===== config.mk =====
export PLATFORM = sky130hd
export DESIGN_NAME = rtc_bus_sequencer
export DESIGN_NICKNAME = d
export VERILOG_FILES = /design/src/rtl/rtc_bus_sequencer.sv
export SDC_FILE = /design/constraint.sdc
export NUM_CORES = 1
export LEC_CHECK = 0
export ABC_CLOCK_PERIOD_IN_PS = 2600
export CORE_ASPECT_RATIO = 0.5
export CORE_UTILIZATION = 35
export DETAILED_ROUTE_END_ITERATION = 10
export PLACE_DENSITY = 0.7
export SETUP_SLACK_MARGIN = 0.2
export SYNTH_ARGS = -nofsm -noshare
export SYNTH_HDL_FRONTEND = slang
export SYNTH_SLANG_ARGS = --single-unit

===== constraint.sdc =====
create_clock -name clk -period 2.6 [get_ports clk]
set_clock_uncertainty 0.15 [all_clocks]
set_input_delay 0.65 -clock clk [delete_from_list [all_inputs] [get_ports clk]]
set_output_delay 0.65 -clock clk [all_outputs]
set_load 0.01 [all_outputs]

===== src/rtl/rtc_bus_sequencer.sv =====
// Multiplexed address/data bus master for an RTC chip: every beat runs an address phase,
// a data phase and a CS-high recovery, each phase timed as setup / strobe / hold.
module rtc_bus_sequencer #(
  parameter int DATA_W  = 8,
  parameter int BURST_W = 4,
  parameter int T_SU    = 2,
  parameter int T_PW    = 4,
  parameter int T_HD    = 2,
  parameter int T_REC   = 3
) (
  input  logic               clk,
  input  logic               reset,
  input  logic               start,
  input  logic               rw,
  input  logic [DATA_W-1:0]  addr,
  input  logic [BURST_W-1:0] burst_len,
  input  logic [DATA_W-1:0]  wdata,
  input  logic [DATA_W-1:0]  bus_in,
  output logic [DATA_W-1:0]  bus_out,
  output logic               bus_oe,
  output logic               A_D,
  output logic               CS,
  output logic               RD,
  output logic               WR,
  output logic               busy,
  output logic               next_req,
  output logic [DATA_W-1:0]  rdata,
  output logic               rdata_valid,
  output logic               done
);

  localparam int T_A   = (T_SU > T_PW) ? T_SU : T_PW;
  localparam int T_B   = (T_HD > T_REC) ? T_HD : T_REC;
  localparam int T_MAX = (T_A > T_B) ? T_A : T_B;
  localparam int CNT_W = (T_MAX > 1) ? $clog2(T_MAX) : 1;

  localparam logic [CNT_W-1:0]   LD_SU   = CNT_W'(T_SU - 1);
  localparam logic [CNT_W-1:0]   LD_PW   = CNT_W'(T_PW - 1);
  localparam logic [CNT_W-1:0]   LD_HD   = CNT_W'(T_HD - 1);
  localparam logic [CNT_W-1:0]   LD_REC  = CNT_W'(T_REC - 1);
  localparam logic [CNT_W-1:0]   CNT_Z   = {CNT_W{1'b0}};
  localparam logic [BURST_W-1:0] BEAT_1  = BURST_W'(1'b1);
  localparam logic [DATA_W-1:0]  DATA_Z  = {DATA_W{1'b0}};

  typedef enum logic [2:0] {
    IDLE    = 3'd0,
    ADDR_SU = 3'd1,
    ADDR_PW = 3'd2,
    ADDR_HD = 3'd3,
    DATA_SU = 3'd4,
    DATA_PW = 3'd5,
    DATA_HD = 3'd6,
    RECOV   = 3'd7
  } state_t;

  state_t             state_r, state_s;
  logic [CNT_W-1:0]   cnt_r, cnt_s, cnt_dec_s;
  logic [DATA_W-1:0]  addr_r, addr_s;
  logic [DATA_W-1:0]  wdata_r, wdata_s;
  logic [BURST_W-1:0] beats_r, beats_s;
  logic               rw_r, rw_s;
  logic               cnt_zero_s, next_req_s, capture_s, done_s;
  logic               cs_s, rd_s, wr_s, ad_s, oe_s;
  logic [DATA_W-1:0]  out_s;

  // Next-state, shared phase counter and per-transfer context.
  always_comb begin
    state_s    = state_r;
    cnt_s      = cnt_r;
    addr_s     = addr_r;
    wdata_s    = wdata_r;
    beats_s    = beats_r;
    rw_s       = rw_r;
    next_req_s = 1'b0;
    capture_s  = 1'b0;
    cnt_zero_s = (cnt_r == CNT_Z);
    cnt_dec_s  = cnt_r - CNT_W'(1'b1);
    case (state_r)
      IDLE: begin
        if (start) begin
          state_s = ADDR_SU;
          cnt_s   = LD_SU;
          addr_s  = addr;
          rw_s    = rw;
          beats_s = (burst_len == {BURST_W{1'b0}}) ? BEAT_1 : burst_len;
        end else begin
          state_s = IDLE;
        end
      end
      ADDR_SU: begin
        if (cnt_zero_s) begin
          state_s = ADDR_PW;
          cnt_s   = LD_PW;
        end else begin
          cnt_s = cnt_dec_s;
        end
      end
      ADDR_PW: begin
        if (cnt_zero_s) begin
          state_s = ADDR_HD;
          cnt_s   = LD_HD;
        end else begin
          cnt_s = cnt_dec_s;
        end
      end
      ADDR_HD: begin
        if (cnt_zero_s) begin
          state_s = DATA_SU;
          cnt_s   = LD_SU;
          wdata_s = wdata;
        end else begin
          cnt_s = cnt_dec_s;
        end
      end
      DATA_SU: begin
        if (cnt_zero_s) begin
          state_s = DATA_PW;
          cnt_s   = LD_PW;
        end else begin
          cnt_s = cnt_dec_s;
        end
      end
      DATA_PW: begin
        if (cnt_zero_s) begin
          state_s   = DATA_HD;
          cnt_s     = LD_HD;
          capture_s = rw_r;
        end else begin
          cnt_s = cnt_dec_s;
        end
      end
      DATA_HD: begin
        if (cnt_zero_s) begin
          state_s = RECOV;
          cnt_s   = LD_REC;
        end else begin
          cnt_s = cnt_dec_s;
        end
      end
      RECOV: begin
        if (cnt_zero_s && (beats_r != BEAT_1)) begin
          state_s    = ADDR_SU;
          cnt_s      = LD_SU;
          addr_s     = addr_r + DATA_W'(1'b1);
          beats_s    = beats_r - BEAT_1;
          next_req_s = ~rw_r;
        end else if (cnt_zero_s) begin
          state_s = IDLE;
        end else begin
          cnt_s = cnt_dec_s;
        end
      end
      default: begin
        state_s = IDLE;
        cnt_s   = CNT_Z;
      end
    endcase
    // beats_r only changes on leaving RECOV, so it still describes the beat being entered here
    done_s = (state_s == RECOV) && (cnt_s == CNT_Z) && (beats_r == BEAT_1);
  end

  // Bus pin levels decoded from the state being entered, so the registered pins line up with it.
  always_comb begin
    cs_s  = 1'b1;
    rd_s  = 1'b1;
    wr_s  = 1'b1;
    ad_s  = 1'b1;
    oe_s  = 1'b0;
    out_s = DATA_Z;
    case (state_s)
      ADDR_SU, ADDR_PW, ADDR_HD: begin
        cs_s  = 1'b0;
        ad_s  = 1'b0;
        oe_s  = 1'b1;
        out_s = addr_s;
        if (state_s == ADDR_PW) begin
          wr_s = 1'b0;
        end else begin
          wr_s = 1'b1;
        end
      end
      DATA_SU, DATA_PW, DATA_HD: begin
        cs_s = 1'b0;
        ad_s = 1'b1;
        if (rw_s) begin
          oe_s  = 1'b0;
          out_s = DATA_Z;
          if (state_s == DATA_PW) begin
            rd_s = 1'b0;
          end else begin
            rd_s = 1'b1;
          end
        end else begin
          oe_s  = 1'b1;
          out_s = wdata_s;
          if (state_s == DATA_PW) begin
            wr_s = 1'b0;
          end else begin
            wr_s = 1'b1;
          end
        end
      end
      IDLE, RECOV: begin
        cs_s = 1'b1;
        oe_s = 1'b0;
      end
      default: begin
        cs_s = 1'b1;
        oe_s = 1'b0;
      end
    endcase
  end

  // State, context and all output registers.
  always_ff @(posedge clk or negedge reset) begin
    if (!reset) begin
      state_r     <= IDLE;
      cnt_r       <= CNT_Z;
      addr_r      <= DATA_Z;
      wdata_r     <= DATA_Z;
      beats_r     <= BEAT_1;
      rw_r        <= 1'b0;
      bus_out     <= DATA_Z;
      bus_oe      <= 1'b0;
      A_D         <= 1'b1;
      CS          <= 1'b1;
      RD          <= 1'b1;
      WR          <= 1'b1;
      busy        <= 1'b0;
      next_req    <= 1'b0;
      rdata       <= DATA_Z;
      rdata_valid <= 1'b0;
      done        <= 1'b0;
    end else begin
      state_r     <= state_s;
      cnt_r       <= cnt_s;
      addr_r      <= addr_s;
      wdata_r     <= wdata_s;
      beats_r     <= beats_s;
      rw_r        <= rw_s;
      bus_out     <= out_s;
      bus_oe      <= oe_s;
      A_D         <= ad_s;
      CS          <= cs_s;
      RD          <= rd_s;
      WR          <= wr_s;
      busy        <= (state_s != IDLE);
      next_req    <= next_req_s;
      rdata_valid <= capture_s;
      done        <= done_s;
      if (capture_s) begin
        rdata <= bus_in;
      end
    end
  end

endmodule


==> results.md <==
* CTS clock-pin slew for the worst setup and hold paths at 0.07 ns
* GRT Resource Usage Total at 17.07%
* Synth Area in Simple Gates at 19.58%
* Relative slew slack at 68.11%
* Max H-tree Level at 2
* Critical path launch point type: flop
* EDFF count, synth at 0
* P&R area growth vs syn at 33.30%
* Die Ht at 62.51 µm
* Outcome: finished clean
* Worst skew pair latency at 0.29 ns
* PortBufs at 56
* Final WS setup at 0.2974 ns
* Peak fanout along the critical path at 9
* DRC Markers at 0
* Mapped Area at 2562 µm²
* Top cell type's share of synthesized area at 44.92%
* Synthesis warning total at 0
* Drt total wl at 6069 µm
* First-pass GRT wire length at 10160 µm
* Multiplexer share of the synthesized area at 5.078%
* Pwr dens at 1182 nW/µm²
* CP Capture Type: flop
* Max-Cap Viols at 0
* Synth unique cells at 59
* Starting DRC count in detailed routing at 152
* Xor/xnor share of the synthesized area at 0.6836%
* Vias in the first global route at 2114
* Reg2Reg Depth at 8
* Largest net degree at the start of global routing at 52
* Area share of fa/ha/maj cells after synthesis at 3.418%
* Initial Utilization at 37.22%
* Reg2reg start: cnt_r[0]
* Post-route ant nets at 0
* RR Endpoint: bus_out[5]
* Hold/Removal Path Class: input pin to async pin
* Worst EP arrival at 2.38 ns
* Post-synth top flop: dfrtp_1
* Die area at 7688 µm²
* Finished Layout Cells at 396
* Overall die width at 123.0 µm
* Async SR Flop Fraction at 100.0%
* GP Congestion at 0.8750
* Fmax at 0.4343 GHz
* CP Data Required Time at 2.68 ns
* Sequential area share after synthesis at 50.05%
* Post-synth net total at 279
* RSZ-0062 raised after global routing: false
* Placed insts at 387
* # hold bufs at CTS at 0
* ANT cells at 0
* R2r setup slk at 0.30 ns
* Routed len/inst at 15.33 µm
* Clock buffer depth at 2
* Core Box Area at 6884 µm²
* Io pins at 57
* Clock Tree Root: clkbuf_16
* Final Hold Viols at 0
* GR Overflow Total at 0
* Post-Syn Instances at 240
* Mean Syn Cell Area at 10.68 µm²
* Post-layout min period at 2.303 ns
* Period utilization at 88.56%
* Initial antenna violation count at 0
* Cell taking the most area after synthesis: dfrtp_1
* Clock sinks at 51
* FF+latch count, synth at 51
* Peak VDD IR at 0.5120 mV
* Compound-cell area share of the yosys netlist at 15.23%
* HPWL after DPL at 4331 µm
* Net total in the final layout at 342
* Ranking of synthesized cells by area: dfrtp_1 45%, nand2_1 6.6%, dfstp_2 5.1%
* Slew Viols, Final at 0
* Slew @ Worst Pin at 0.4783 ns
* Rows at 21
* Setup tns final at 0 ns
* CTS tree: yes
* Fin util at 49.62%
* Final setup viols at 0
* Pre-Repair DR Iteration Count at 4
* Cts bufs inserted at 5
* Leak at 1.471 nW
* Critical path class: flop to flop
* Vias/cell at 5.157
* Dpl ws at 0.03024 ns
* Share of cells above drive strength 1 at 18.09%
* Total number of vias at 2042
* Main combinational cell family by area after synthesis: simple AND/OR/NAND/NOR gates
-- metrics by stage --
| step | area (µm²) | total power, mW | hold WS, ns |
|---|---|---|---|
| 4_1_cts | 3390 | 4.000 | 0.1982 |
| 2_1_floorplan | 2562 | 2.688 | 0.2044 |
| 3_3_place_gp | 3241 | 3.259 | 0.3010 |
| 6_report | 3416 | 4.036 | 0.1866 |
| 5_1_grt | 3416 | 4.313 | 0.2112 |
| 3_5_place_dp | 3241 | 3.308 | 0.3051 |
-- how the worst max path moves through the flow --
stage	from	depth (start not counted)	endpoint	slack, ns
after detailed placement	start	5	bus_out[4]	0.03
after global routing	cnt_r[0]	8	bus_out[5]	0.19
after floorplan	beats_r[0]	8	bus_out[0]	0.42
final	cnt_r[0]	8	bus_out[5]	0.30
after CTS	cnt_r[0]	8	bus_out[5]	0.20
after global placement	start	5	bus_out[6]	0.05
-- state kept, by name (all words and copies together), names as in the netlist --
register	flops
bus_out	8
CS	1
done	1
A_D	1
RD	1
next_req	1
rdata	8
addr_r	8
busy	1
wdata_r	8
rw_r	1
rdata_valid	1
bus_oe	1
cnt_r	2
WR	1
state_r	3
beats_r	4
-- critical path, cell delays in order (launching register included) --
cell,delay (ns)
dfrtp_1,0.42
inv_1,0.17
ha_4,0.20
nand4_4,0.11
or2_4,0.28
buf_12,0.14
or4_1,0.49
nand3_1,0.13
a32o_1,0.14
-- Yosys cell counts (4+ instances only) --
library cell,count
ha_1,7
nand3_1,7
buf_6,6
o21ai_0,4
a32o_1,8
nor2_1,11
nor3_1,6
a21oi_1,5
mux2i_1,4
dfstp_2,5
o21ai_1,6
inv_1,9
mux2_2,8
nand2_1,45
dfrtp_1,46
-- per-layer routing --
layer	up-vias	part of all wire (%)	GRT usage (%)
met4	0	1.9	7.530
met2	53	47	26.69
met1	990	46	22.60
li1	985	-	-
met5	-	0	0
met3	14	5.4	3.923
-- cell type report --
type,instances,area (µm²)
Clock buffer,5,125.1
Timing Repair Buffer,69,678.2
Multi-Input combinational cell,164,1146
Sequential cell,51,1284
Inverter,12,45.04
Fill cell,621,3468
Clock inverter,3,22.52
Tap cell,92,115.1
-- layout by cell type (no fill, tap or decap), types with 2 or more instances in the layout --
master / instances
a211oi_1: 3
a21oi_1: 5
a22oi_1: 2
a32o_1: 8
and2b_1: 2
buf_12: 2
buf_4: 11
clkbuf_16: 5
clkdlybuf4s50_1: 55
dfrtp_1: 45
dfstp_2: 5
ha_1: 5
inv_1: 9
inv_2: 3
mux2_2: 8
mux2i_1: 4
nand2_1: 45
nand2b_1: 3
nand3_1: 7
nand4_1: 2
nor2_1: 11
nor3_1: 6
o211ai_1: 2
o21ai_0: 4
o21ai_1: 6
o21ai_2: 2
o21bai_1: 2
o311ai_1: 3
xnor2_1: 2
-- repair_timing --
item                                    CTS  global route
setup buffers                             0             1
gates resized for setup                   1             5
endpoints found under the setup margin    8             9
-- report_power, final --
| part | leakage (nW) | internal (mW) | switching [mW] |
|---|---|---|---|
| sequential | 0.610 | 1.16 | 0.271 |
| combinational | 0.787 | 0.939 | 0.998 |
| clock | 0.0742 | 0.360 | 0.303 |
| total | 1.47 | 2.46 | 1.57 |
-- kinds of logic after synthesis --
family / count (synthesis)
AOI/OAI and AO/OA: 51
xor gates and xnor gates: 2
adders and majority gates: 7
buffers and inverters: 25
DFF: 51
muxes: 12
and+or+nand+nor: 92
Power figures use the tool's default switching activity.
